[config.mk]
export PLATFORM = sky130hd
export DESIGN_NAME = axi_refill_master
export DESIGN_NICKNAME = d
export VERILOG_FILES = /design/src/rtl/axi_pkg.sv /design/src/rtl/refill_line_buf.sv /design/src/rtl/axi_refill_master.sv
export SDC_FILE = /design/constraint.sdc
export NUM_CORES = 1
export LEC_CHECK = 0
export BUFFER_PORTS_ARGS = -buffer_cell sky130_fd_sc_hd__buf_4
export CAP_MARGIN = 10
export CORE_MARGIN = 2
export CORE_UTILIZATION = 40
export CTS_BUF_LIST = sky130_fd_sc_hd__clkbuf_8
export DETAILED_ROUTE_END_ITERATION = 6
export PLACE_DENSITY = 0.65
export SYNTH_ARGS = -nofsm -noshare
export SYNTH_HDL_FRONTEND = slang
export SYNTH_SLANG_ARGS = --single-unit
[constraint.sdc]
create_clock -name aclk -period 2.2 [get_ports aclk]
set_input_delay 0.11 -clock aclk [delete_from_list [all_inputs] [get_ports aclk]]
set_output_delay 0.11 -clock aclk [all_outputs]
set_load 0.1 [all_outputs]
[src/rtl/axi_pkg.sv]
// AXI read-channel encodings and the refill FSM state type shared by the refill master.
package axi_pkg;

  localparam logic [1:0] AXI_BURST_INCR = 2'b01;
  localparam logic [1:0] AXI_BURST_WRAP = 2'b10;
  localparam logic [1:0] AXI_RESP_OKAY  = 2'b00;
  localparam logic [2:0] AXI_SIZE_8B    = 3'd3;

  typedef enum logic [2:0] {
    IDLE,
    AR,
    R,
    DRAIN,
    DONE
  } refill_state_e;

endpackage

[src/rtl/refill_line_buf.sv]
// Cache-line assembly buffer: LINE_BEATS x 64-bit slots, one slot written per beat, exposed flat.
module refill_line_buf #(
  parameter int LINE_BEATS = 4,
  parameter int IDX_W      = $clog2(LINE_BEATS)
) (
  input  logic                       clk_i,
  input  logic                       rst_ni,
  input  logic                       we_i,
  input  logic [IDX_W-1:0]           idx_i,
  input  logic [63:0]                wdata_i,
  output logic [64*LINE_BEATS-1:0]   line_o
);

  logic [63:0] slot_q [LINE_BEATS];

  always_ff @(posedge clk_i or negedge rst_ni) begin
    if (!rst_ni) begin
      for (int i = 0; i < LINE_BEATS; i++) slot_q[i] <= '0;
    end else if (we_i) begin
      slot_q[idx_i] <= wdata_i;
    end
  end

  for (genvar g = 0; g < LINE_BEATS; g++) begin : g_flat
    assign line_o[64*g +: 64] = slot_q[g];
  end

endmodule

[src/rtl/axi_refill_master.sv]
// AXI4 read master fetching one cache line per request with one outstanding burst.
// Define AXI_REFILL_WRAP_EN for critical-word-first WRAP bursts; default is INCR from the line base.
module axi_refill_master
  import axi_pkg::*;
#(
  parameter int         LINE_BEATS = 4,
  parameter int         ADDR_W     = 32,
  parameter logic [3:0] AXI_ID     = 4'd0
) (
  input  logic                       aclk,
  input  logic                       aresetn,
  input  logic                       refill_req,
  input  logic [ADDR_W-1:0]          refill_addr,
  output logic                       refill_ready,
  output logic                       refill_valid,
  output logic [64*LINE_BEATS-1:0]   refill_line,
  output logic                       refill_err,
  output logic [ADDR_W-1:0]          araddr,
  output logic [3:0]                 arid,
  output logic [7:0]                 arlen,
  output logic [2:0]                 arsize,
  output logic [1:0]                 arburst,
  output logic                       arvalid,
  input  logic                       arready,
  input  logic [3:0]                 rid,
  input  logic [63:0]                rdata,
  input  logic [1:0]                 rresp,
  input  logic                       rlast,
  input  logic                       rvalid,
  output logic                       rready
);

  // Handshakes: a transfer happens on a rising edge where valid && ready are both high;
  // the master holds arvalid and AR fields stable until arready.

  localparam int LW = $clog2(LINE_BEATS);
  localparam int CW = LW + 1;
  localparam logic [CW-1:0]     LAST_RCV  = CW'(LINE_BEATS - 1);
  localparam logic [ADDR_W-1:0] LINE_MASK = ADDR_W'(LINE_BEATS * 8 - 1);

  refill_state_e     state_q, state_d;
  logic [ADDR_W-1:0] araddr_q, araddr_d;
  logic [CW-1:0]     idx_q, idx_d;
  logic [CW-1:0]     rcv_q, rcv_d;
  logic              err_q, err_d;
  logic              buf_we;
  logic [ADDR_W-1:0] start_addr;
  logic [CW-1:0]     start_idx;

`ifdef AXI_REFILL_WRAP_EN
  localparam logic [1:0] BURST = AXI_BURST_WRAP;
  assign start_addr = refill_addr & ~ADDR_W'(7);
  assign start_idx  = {1'b0, refill_addr[3 +: LW]};
`else
  localparam logic [1:0] BURST = AXI_BURST_INCR;
  assign start_addr = refill_addr & ~LINE_MASK;
  assign start_idx  = '0;
`endif

  always_ff @(posedge aclk or negedge aresetn) begin
    if (!aresetn) begin
      state_q  <= IDLE;
      araddr_q <= '0;
      idx_q    <= '0;
      rcv_q    <= '0;
      err_q    <= 1'b0;
    end else begin
      state_q  <= state_d;
      araddr_q <= araddr_d;
      idx_q    <= idx_d;
      rcv_q    <= rcv_d;
      err_q    <= err_d;
    end
  end

  always_comb begin
    state_d  = state_q;
    araddr_d = araddr_q;
    idx_d    = idx_q;
    rcv_d    = rcv_q;
    err_d    = err_q;
    buf_we   = 1'b0;
    case (state_q)
      IDLE: begin
        if (refill_req) begin
          araddr_d = start_addr;
          idx_d    = start_idx;
          rcv_d    = '0;
          err_d    = 1'b0;
          state_d  = AR;
        end
      end
      AR: begin
        if (arready) state_d = R;
      end
      R: begin
        if (rvalid) begin
          buf_we = 1'b1;
          idx_d  = idx_q + 1'b1;
          rcv_d  = rcv_q + 1'b1;
          err_d  = err_q | (rresp != AXI_RESP_OKAY) | (rid != AXI_ID);
          if (rlast) begin
            // A short burst still completes; untouched slots keep stale data.
            if (rcv_q != LAST_RCV) err_d = 1'b1;
            state_d = DONE;
          end else if (rcv_q == LAST_RCV) begin
            err_d   = 1'b1;
            state_d = DRAIN;
          end
        end
      end
      DRAIN: begin
        if (rvalid && rlast) state_d = DONE;
      end
      DONE: begin
        state_d = IDLE;
      end
      default: state_d = IDLE;
    endcase
  end

  refill_line_buf #(
    .LINE_BEATS (LINE_BEATS),
    .IDX_W      (LW)
  ) u_line_buf (
    .clk_i   (aclk),
    .rst_ni  (aresetn),
    .we_i    (buf_we),
    .idx_i   (idx_q[LW-1:0]),
    .wdata_i (rdata),
    .line_o  (refill_line)
  );

  assign refill_ready = (state_q == IDLE);
  assign refill_valid = (state_q == DONE);
  assign refill_err   = (state_q == DONE) & err_q;
  assign arvalid      = (state_q == AR);
  assign rready       = (state_q == R) || (state_q == DRAIN);
  assign araddr       = araddr_q;
  assign arid         = AXI_ID;
  assign arlen        = 8'(LINE_BEATS - 1);
  assign arsize       = AXI_SIZE_8B;
  assign arburst      = BURST;

endmodule
### Yosys cells after proc, flatten, opt, wreduce, memory -nomap -nowiden

Cells that the tools add are included.

* bits in registers: 293

* equal/unequal tests: 11
* mux-type cells: 23
* order comparisons: 2
* $add $sub $neg: 2
* bitwise logic cells: 4
* reduce and logical (&&, ||, !) cells: 10

Operators by type and width (count)
* bitwise mux 256 bit: 1
* demux 64 bit (select 2 bit): 1
* 2-to-1 mux 64 bit: 1
* 2-to-1 mux 3 bit: 9
* one-hot mux 3 bit (2 select lines): 2
* one-hot mux 3 bit (4 select lines): 1
* equality test 3 x 2 -> 1 bit (second input constant): 3
* 2-to-1 mux 1 bit: 7
* adder 3 x 1 -> 3 bit (second input constant): 2
* inequality test 2 bit (second input constant): 3
* AND reduction 5 bit: 1
* nonzero test 2 bit: 2
* nonzero test 4 bit: 1
* equality test 3 x 1 -> 1 bit (second input constant): 1
* equality test 3 bit (second input constant): 1
* greater-or-equal comparator 3 bit (second input constant): 1
* zero test 3 bit: 1
* < comparator 3 x 1 -> 1 bit (second input constant): 1
* inequality test 3 x 2 -> 1 bit (second input constant): 1
* inequality test 3 bit (second input constant): 1
* inverter 2 -> 3 bit: 1
* AND reduction 3 bit: 1
* logical AND 1 bit: 2
* inequality test 2 x 1 -> 1 bit (second input constant): 1
* 5 further kinds: 6

### Longest topological paths before layout

Gate-level depths: netlist of the first run.

* depth after elaboration: 7
* gate-level depth with buffers: 8
* depth with buffers taken out: 8

### Hierarchy

From an unflattened synthesis of the first run, not the netlist that was laid out.

* cell total of the unflattened synthesis: 681
* area total of the unflattened synthesis: 11317.1 µm²

Modules (own cells, without submodules)
* refill_line_buf: times used 1, sequential area each 6406.1 µm², cells an instance 543, area each 9581.7 µm²
* axi_refill_master: times used 1, sequential area each 900.9 µm², cells an instance 138, area each 1735.4 µm²

### Worst setup path before layout of the first run

No wires, ideal clock.

* kind: register to output
* start: register state_q[1]
* end: output refill_err
* stages on the path, launching flop included: 4
* data arrival time: 3827 ps
* path slack: -1737 ps
* buffers on the path: 1
* data required time: 2090 ps
* path through: dfrtp_1 -> clkbuf_1 -> nor3b_1 -> and2_1

* cells in the longest elaborated chain, start to end: 2

Ends and longest elaborated chain
* start: declaration: RTL line axi_refill_master.sv:41 `refill_state_e state_q, state_d;`
* start signal: assignment: RTL line axi_refill_master.sv:68 `state_q <= state_d;`
* equality test 3 bit
* named net refill_valid: RTL line axi_refill_master.sv:15 `output logic refill_valid,`
* bitwise AND 1 bit: RTL line axi_refill_master.sv:136 `assign refill_err = (state_q == DONE) & err_q;`
* end: declaration: RTL line axi_refill_master.sv:17 `output logic refill_err,`

The timed path passes the listed nets, and every way through them passes these cells.

### Worst setup path in the final report of the first run

* start: register state_q[2]
* end: register u_line_buf.slot_q, in the netlist u_line_buf.line_o[47]

* cells in the longest elaborated chain, start to end: 2

Ends and longest elaborated chain
* equality test 3 x 2 -> 1 bit: RTL line axi_refill_master.sv:83 `case (state_q)`
* 2-to-1 mux 1 bit: RTL line axi_refill_master.sv:83
* end signal: indexed assignment: RTL line refill_line_buf.sv:20 `slot_q[idx_i] <= wdata_i;`
* end: declaration: RTL line refill_line_buf.sv:14 `logic [63:0] slot_q [LINE_BEATS];`

No other way between the ends.
A chain may end at the register's enable or synchronous reset.

==> flow_summary.toml, run 1 <==
[outcome]
status = "finished clean"

[cts]
clkTransAtPathRegs_ps = 60
clockBufferDepth = 3
cts_tree = "built"
clkLatencyLatePin_ps = 540
numCtsBuffers = 49
clock-sinks = 292
post_cts_resized = 0
post-cts-setup-buffers = 0
root_buffer = "clkbuf_8"
cts_max_level = 2

[logic_synthesis]
synth_area_per_cell_sq_um = 15.27
yosysMostFrequentCell = "dfrtp_1"
ys_seq_elements = 292
synth_area_sq_um = 11330
synth_fa_ha_area_frac = 0.007732
synth_cell_types = 26
synth_cells = 742
synthTopCellsByArea = "dfrtp_1, mux2_2, nand2_1"
synth_top_family_by_area = "multiplexers"
ys_seq_area_frac = 0.6451
yosys-top-cells-count = "dfrtp_1, mux2_2, nand2_1"
synth.mux.area_fraction = 0.2545
yosys.area.top_type_share = 0.6451
ys_warn_count = 0
synth_xor_area_frac = 0
synthSimpleGateAreaFrac = 0.04418
async_reset_ff_frac = 1.000
ys.flop_type = "dfrtp_1"
synth_edf_count = 0
synth-compound-area-share = 0.005192
synth_area_leader_cell = "dfrtp_1"

[floorplan]
row_count = 61
start_util = 0.4066
fp.dieH_um = 172.3
io-pin-count = 418
die_area_sq_um = 29680
core_area_sq_um = 27860
dieWidth_um = 172.3

[final_layout]
layout-drive-gt1-share = 0.5712
syn2layout_area_growth_pct = 48.19
utilization = 0.6026
finalInstanceArea_sq_um = 16790
antennaDiodeCount = 0
nets = 1388
final.fill_count = 2208

[setup_path]
reg2reg_to = "u_line_buf.line_o[47]"
cp_cell_sequence = "nor3_4 -> nand2_4 -> buf_12 -> mux2_2"
critPathArrivalTime_ps = 2390
reg2reg_from = "state_q[2]"
reg2reg_slack_ps = 240
cp_slowest_cell = "dfrtp_1"
endpoint_kind = "register"
cp_num_buf_inv = 1
crit_type = "register to register"
cp_num_cells = 4
slowest_delay_ps = 490
start_kind = "register"
cp_top_family = "simple AND/OR/NAND/NOR gates"
cp.required_ps = 2630
crit_fanout = 28
r2r_cells = 4

[placement]
placed_cell_area_sq_um = 14740
gp_congestion = 0.7494
place_ws_ps = 226.7
numPortBuffers = 390
hpwlAfterDp_mm = 19.96

[global_route]
grt_overflow = 0
grt_use_total = 0.1956
grt_pass1_wl_mm = 45.32
antenna_found_initial = 0
grt_max_degree = 63
grt_pass1_vias = 8196

[min_path]
worstHoldStart = "refill_req"
holdPathEnd = "state_q[2]"
hp-class = "primary input to register"
hold_path_depth = 5

[sta]
fmax_ghz = 0.5096
report.final.slew_viol_count = 0
min_period_ps = 1962
fin_skew_ps = 12.39
hold_viol_final = 0
setup_slack_ps = 237.8
rsz0062_at_grt = "no"
slew-limit-headroom = 0.6598
hold_slack_ps = 38.90
worstMarginPinSlew_ps = 508.6
fin_crit_sh = 0.8919
setup_violations = 0

[flow_run]
maxCapViolations = 0

[routing]
ant_nets = 0
route.detailed.drc = 0
vias_per_cell = 4.639
routedWlPerCell_um = 17.51
drt-total-wl_mm = 29.62
vias = 7845
dr.first_iter.drc_count = 302
firstDrtPassIters = 4
-- cells by family (layout without fill, tap and decap cells) --
| group | Yosys count | count (layout) |
|---|---|---|
| multiplexers | 256 | 256 |
| other | 2 | 22 |
| adder cells (fa/ha/maj) | 7 | 7 |
| AND/OR/NAND/NOR | 118 | 118 |
| AO/OA/AOI/OAI | 9 | 9 |
| buffers and inverters | 58 | 609 |
| flip-flops | 292 | 292 |
-- worst reg2reg max path, stage by stage (launching register included) --
cell,delay [ps]
dfrtp_1,490
nor3_4,490
nand2_4,290
buf_12,280
mux2_2,310
-- worst max-delay path by stage --
| stage | start | to | slack, ps |
|---|---|---|---|
| 6_report | state_q[2] | u_line_buf.line_o[47] | 240 |
| 4_1_cts | state_q[2] | u_line_buf.line_o[56] | 220 |
| 2_1_floorplan | state_q[1] | refill_err | -300 |
| 5_1_grt | state_q[2] | u_line_buf.line_o[49] | 100 |
| 3_3_place_gp | state_q[2] | u_line_buf.line_o[49] | 280 |
| 3_5_place_dp | state_q[2] | u_line_buf.line_o[56] | 230 |
-- flip-flops by register name, indices dropped and copies added (netlist names) --
signal,count
u_line_buf.line_o,256
err_q,1
araddr,27
rcv_q,3
idx_q,2
state_q,3
-- final cells by class --
cell class                 instances  area [sq um]  share of cell area
clock buffer                      65         894.6             0.05329
multi-input combinational        412          3657              0.2179
sequential                       292          7307              0.4353
inverter                           5         18.77            0.001118
clock inverter                    26         136.4            0.008125
timing repair buffer             513          4299              0.2561
tap                              378         473.0             0.02818
-- repair_timing --
action / in CTS / in global routing
hold buffers: 101 / 0
endpoints found under the hold margin: 548 / 0
setup endpoints to repair: 0 / 0
-- per-layer routing --
metal | vias to the layer above | wire length (um) | track usage
met4 | 0 | 876 | 0.06978
met3 | 66 | 2611 | 0.06500
met2 | 306 | 14390 | 0.3279
met5 | - | 0 | 0
li1 | 3582 | - | -
met1 | 3891 | 11740 | 0.2363
-- per-stage QoR --
stage | instances | setup TNS, ps
floorplan | 762 | -301.8
global placement | 1499 | 0
detailed placement | 1499 | 0
CTS | 1691 | 0
global route | 1691 | 0
finish | 1691 | 0
-- cells in the final DEF (no fill, tap or decap), drive strengths merged, types with 2 or more instances in the layout --
| cell | n |
|---|---|
| nand2b | 2 |
| inv | 22 |
| nand3 | 6 |
| ha | 7 |
| o21ai | 3 |
| nor3b | 2 |
| nor2b | 2 |
| mux2 | 256 |
| clkinv | 7 |
| dfrtp | 292 |
| nor2 | 5 |
| conb | 22 |
| nor3 | 3 |
| buf | 412 |
| a21oi | 2 |
| and2 | 2 |
| dlygate4sd3 | 101 |
| clkbuf | 65 |
| nand2 | 95 |
Power of run 1 is not shown: default switching activity piles up to over one toggle a cycle in this logic, so the estimate is an artifact.
==> run 2: changes to the inputs <==
Settings changed: BUFFER_PORTS_ARGS -buffer_cell sky130_fd_sc_hd__buf_4 to -buffer_cell sky130_fd_sc_hd__buf_2, GPL_TIMING_DRIVEN from default to 0.
==> run 2 against run 1 <==
  * Register-to-register slack worse by 70 ps
  * Sequential share of layout area is 2.3 points higher
  * Largest cell class unchanged
  * First-iteration DRC count is 4.0% lower
  * Utilization is 3.1 points lower
==> flow_summary.toml, run 2 (same netlist as run 1, synthesis figures left out) <==
[outcome]
status = "finished clean"

[setup_path]
crit_fanout = 10
endpoint_kind = "register"
crit_type = "register to register"
start_kind = "register"
cp.required_ps = 2620
critPathArrivalTime_ps = 2450

[sta]
slew-limit-headroom = 0.4376
setup_slack_ps = 168.8
fmax_ghz = 0.4923
hold_viol_final = 0
min_period_ps = 2031
report.final.slew_viol_count = 0
rsz0062_at_grt = "no"
fin_crit_sh = 0.9233
fin_skew_ps = 23.36
setup_violations = 0
worstMarginPinSlew_ps = 843.5

[global_route]
grt_util_met2 = 0.3379
grtUsageMet3 = 0.06958
grt_max_degree = 121
grt_pass1_vias = 8112
grt_use_total = 0.1924
antenna_found_initial = 0
grt_use_met1 = 0.2203
grt_pass1_wl_mm = 44.37
grt_overflow = 0
grt-busiest-layer = "met2"

[flow_run]
maxCapViolations = 0

[final_layout]
antennaDiodeCount = 0
largest_reg_flops = 256
final_common_cell = "buf_2"
final_cell_mix = "buf_2, dfrtp_1, mux2_2"
syn2layout_area_growth_pct = 40.63
nets = 1421
layout-drive-gt1-share = 0.5795

[cts]
post-cts-setup-buffers = 0
root_buffer = "clkbuf_8"
cts_tree = "built"
clkTransAtPathRegs_ps = 60
clock-sinks = 292
clkLatencyLatePin_ps = 560
cts_max_level = 2
numCtsBuffers = 48
clockBufferDepth = 3

[floorplan]
fp.dieH_um = 172.3
dieWidth_um = 172.3
io-pin-count = 418
start_util = 0.4066
die_area_sq_um = 29680
core_area_sq_um = 27860
row_count = 61

[placement]
hpwlAfterDp_mm = 20.03
gp_congestion = 0.7638
place_ws_ps = 130.0
numPortBuffers = 390

[routing]
vias_per_cell = 4.596
ant_nets = 0
dr.first_iter.drc_count = 290
route.detailed.drc = 0
drt-total-wl_mm = 29.46
firstDrtPassIters = 4
vias = 7892
routedWlPerCell_um = 17.16

[min_path]
hp-class = "primary input to asynchronous set/reset pin"
[run 2: changes by cell type in the layout (fill, tap and decap cells not counted), moves of 2 or more]
cell        before  now
clkinvlp_4       1    3
clkinv_2         7    4
buf_16           0    2
buf_2            0  389
buf_6            0   24
nand2_4          4    0
clkbuf_8        65   63
clkbuf_1         0    4
buf_12          15    0
nand2_2          0    4
inv_1           22   17
buf_4          396   23
[run 2: worst paths after layout]
| kind | start | endpoint | slack [ps] | cells past startpoint |
|---|---|---|---|---|
| worst min register to register | araddr[30] | araddr[30] | 470 | 2 |
| worst max-delay path | state_q[0] | u_line_buf.line_o[14] | 170 | 4 |
| worst max register to register | state_q[0] | u_line_buf.line_o[14] | 170 | 4 |
| min in group aclk | refill_addr[20] | araddr[20] | 290 | 4 |
| max in group asynchronous | aresetn | u_line_buf.line_o[210] | 930 | 3 |
| worst min-delay path | aresetn | u_line_buf.line_o[29] | 190 | 2 |
[run 2: cell type report]
cell class                 instances  area [sq um]
timing repair buffer             494          3043
inverter                           5         18.77
tap                              378         473.0
clock buffer                      63         867.1
buffer                            53         465.4
clock inverter                    20         117.6
fill                            2320         11930
multi-input combinational        412          3637
sequential                       292          7307
[run 2: per-layer routing]
metal	wire length, um	vias up
met5	0	-
met4	555	0
met3	2667	44
met2	14640	304
met1	11600	3893
li1	-	3651
[run 2: per-stage QoR]
step	utilization	hold WS (ps)	setup TNS [ps]	instances	cell area [sq um]
6_report	0.5718	189.0	0	1717	15930
4_1_cts	0.5717	211.6	0	1717	15930
5_1_grt	0.5718	245.5	0	1717	15930
3_3_place_gp	0.4972	301.2	-1312400	1530	13850
2_1_floorplan	-	-185.6	-301.8	762	11430
3_5_place_dp	0.4996	226.0	0	1532	13920
[run 2: timing repair]
item / in CTS / in global routing
pin swaps: 0 / 0
hold endpoints to repair: 395 / 0
resized for setup: 1 / 3
hold buffers: 102 / 0
setup endpoints to repair: 1 / 3
[run 2: critical path: stages, from the launching register on]
cell     delay [ps]
dfrtp_1         510
nor3_4          450
nand2_2         380
buf_6           290
mux2_2          280
Power of run 2 is left out for the same reason.
==> run 3: changes to the inputs <==
Settings changed: REMOVE_ABC_BUFFERS from default to 1.
==> run 3 against run 2 <==
  * Register-to-register slack got worse by 60 ps
  * First-iteration DRC count fell by 6.2%
  * Wire length fell by 2.1%
  * Clock-buffer cell count fell by 6
==> flow_summary.toml, run 3 (same netlist as run 1, synthesis figures left out) <==
[cts]
numCtsBuffers = 49
clkTransAtPathRegs_ps = 70
cts_max_level = 2
clkLatencyLatePin_ps = 550
clock-sinks = 292
clockBufferDepth = 3
cts_tree = "built"
root_buffer = "clkbuf_8"

[final_layout]
multi_input_area_sq_um = 3652
layout-drive-gt1-share = 0.5585
regArea_sq_um = 7308
largest_reg_flops = 256
final_cell_mix = "buf_2, dfrtp_1, mux2_2"
final.fill_count = 2335
final_common_cell = "buf_2"
syn2layout_area_growth_pct = 37.32
nets = 1376
finalInstanceArea_sq_um = 15550

[routing]
dr.first_iter.drc_count = 272
vias_per_cell = 4.664
firstDrtPassIters = 4
route.detailed.drc = 0
routedWlPerCell_um = 17.18
drt-total-wl_mm = 28.84
vias = 7831
ant_nets = 0

[setup_path]
r2r_cells = 6
slowest_delay_ps = 480
cp_slowest_cell = "dfrtp_2"
crit_type = "register to register"
critPathMostFrequentCell = "buf_12"
start_kind = "register"
cp_top_family = "simple AND/OR/NAND/NOR gates"
critPathArrivalTime_ps = 2510
cp_num_cells = 6
cp.required_ps = 2620
cp_cell_sequence = "nand2_1 -> nor3_4 -> buf_12 -> nand2_4 -> buf_12 -> mux2_2"
cp_num_buf_inv = 2
crit_fanout = 34
endpoint_kind = "register"

[placement]
hpwlAfterDp_mm = 18.97
placed_cell_area_sq_um = 13540
gp_congestion = 0.7946
numPortBuffers = 390

[sta]
worstMarginPinSlew_ps = 1066
min_period_ps = 2090
setup_violations = 0
hold_viol_final = 0
fmax_ghz = 0.4785
fin_crit_sh = 0.9499
report.final.slew_viol_count = 0
fin_skew_ps = 21.74
rsz0062_at_grt = "yes"
slew-limit-headroom = 0.2892

[min_path]
hp-class = "primary input to register"
hold_path_depth = 5

[floorplan]
die_area_sq_um = 29680
core_area_sq_um = 27860
dieWidth_um = 172.3
start_util = 0.4066
row_count = 61
io-pin-count = 418
fp.dieH_um = 172.3

[global_route]
grt_max_degree = 115
antenna_found_initial = 1
grt_pass1_vias = 8188
grt_use_total = 0.1862
grt_pass1_wl_mm = 43.21
grt_overflow = 0

[outcome]
status = "finished clean"

[flow_run]
maxCapViolations = 0
## run 3: timing repair
item                       4_1_cts  5_1_grt
gates resized for setup          2        0
setup buffers                    3        0
pin swaps                        1        1
cloned                           0        1
hold endpoints to repair       365        0
setup endpoints to repair      256       20
hold buffers                   101        0
## run 3: final timing paths
kind | slack (ps) | from | endpoint
max in group asynchronous | 1060 | aresetn | u_line_buf.line_o[163]
min | 50 | refill_req | state_q[2]
max reg2reg | 110 | state_q[1] | u_line_buf.line_o[165]
min reg2reg | 470 | araddr[28] | araddr[28]
min in group asynchronous | 140 | aresetn | u_line_buf.line_o[204]
max | 110 | state_q[1] | u_line_buf.line_o[165]
## run 3: tightest hold or removal path: cells and delay by family
family	cells	cell delay [ps]
AO/OA/AOI/OAI	1	100
buffers and inverters	1	110
AND/OR/NAND/NOR	3	220
## run 3: layer usage
metal,up-vias,global-route usage,share of wire
met5,-,0,0
met4,0,0.07563,0.031
met3,66,0.05470,0.075
met2,304,0.3260,0.50
met1,3886,0.2138,0.40
li1,3575,-,-
## run 3: layout make-up
type,count,share of cell area
Clock buffer,57,0.05043
Multi-Input combinational cell,413,0.2348
Inverter,5,0.001207
Timing Repair Buffer,500,0.2025
Sequential cell,292,0.4698
Tap cell,378,0.03041
Clock inverter,33,0.01062
Antenna cell,1,0.0001609
## run 3: per-stage QoR
stage / hold WS [ps] / utilization / setup TNS [ps] / cells / setup slack, ps
6_report: 53.04 / 0.5584 / 0 / 1679 / 110.3
4_1_cts: 13.99 / 0.5579 / 0 / 1677 / 75.09
3_3_place_gp: 301.4 / 0.4797 / -1527310 / 1477 / -4466
5_1_grt: 63.54 / 0.5584 / -27.92 / 1679 / -8.287
3_5_place_dp: 146.4 / 0.4859 / -43460 / 1483 / -309.8
2_1_floorplan: -185.6 / - / -71210 / 709 / -2108
Power of run 3 is left out for the same reason.
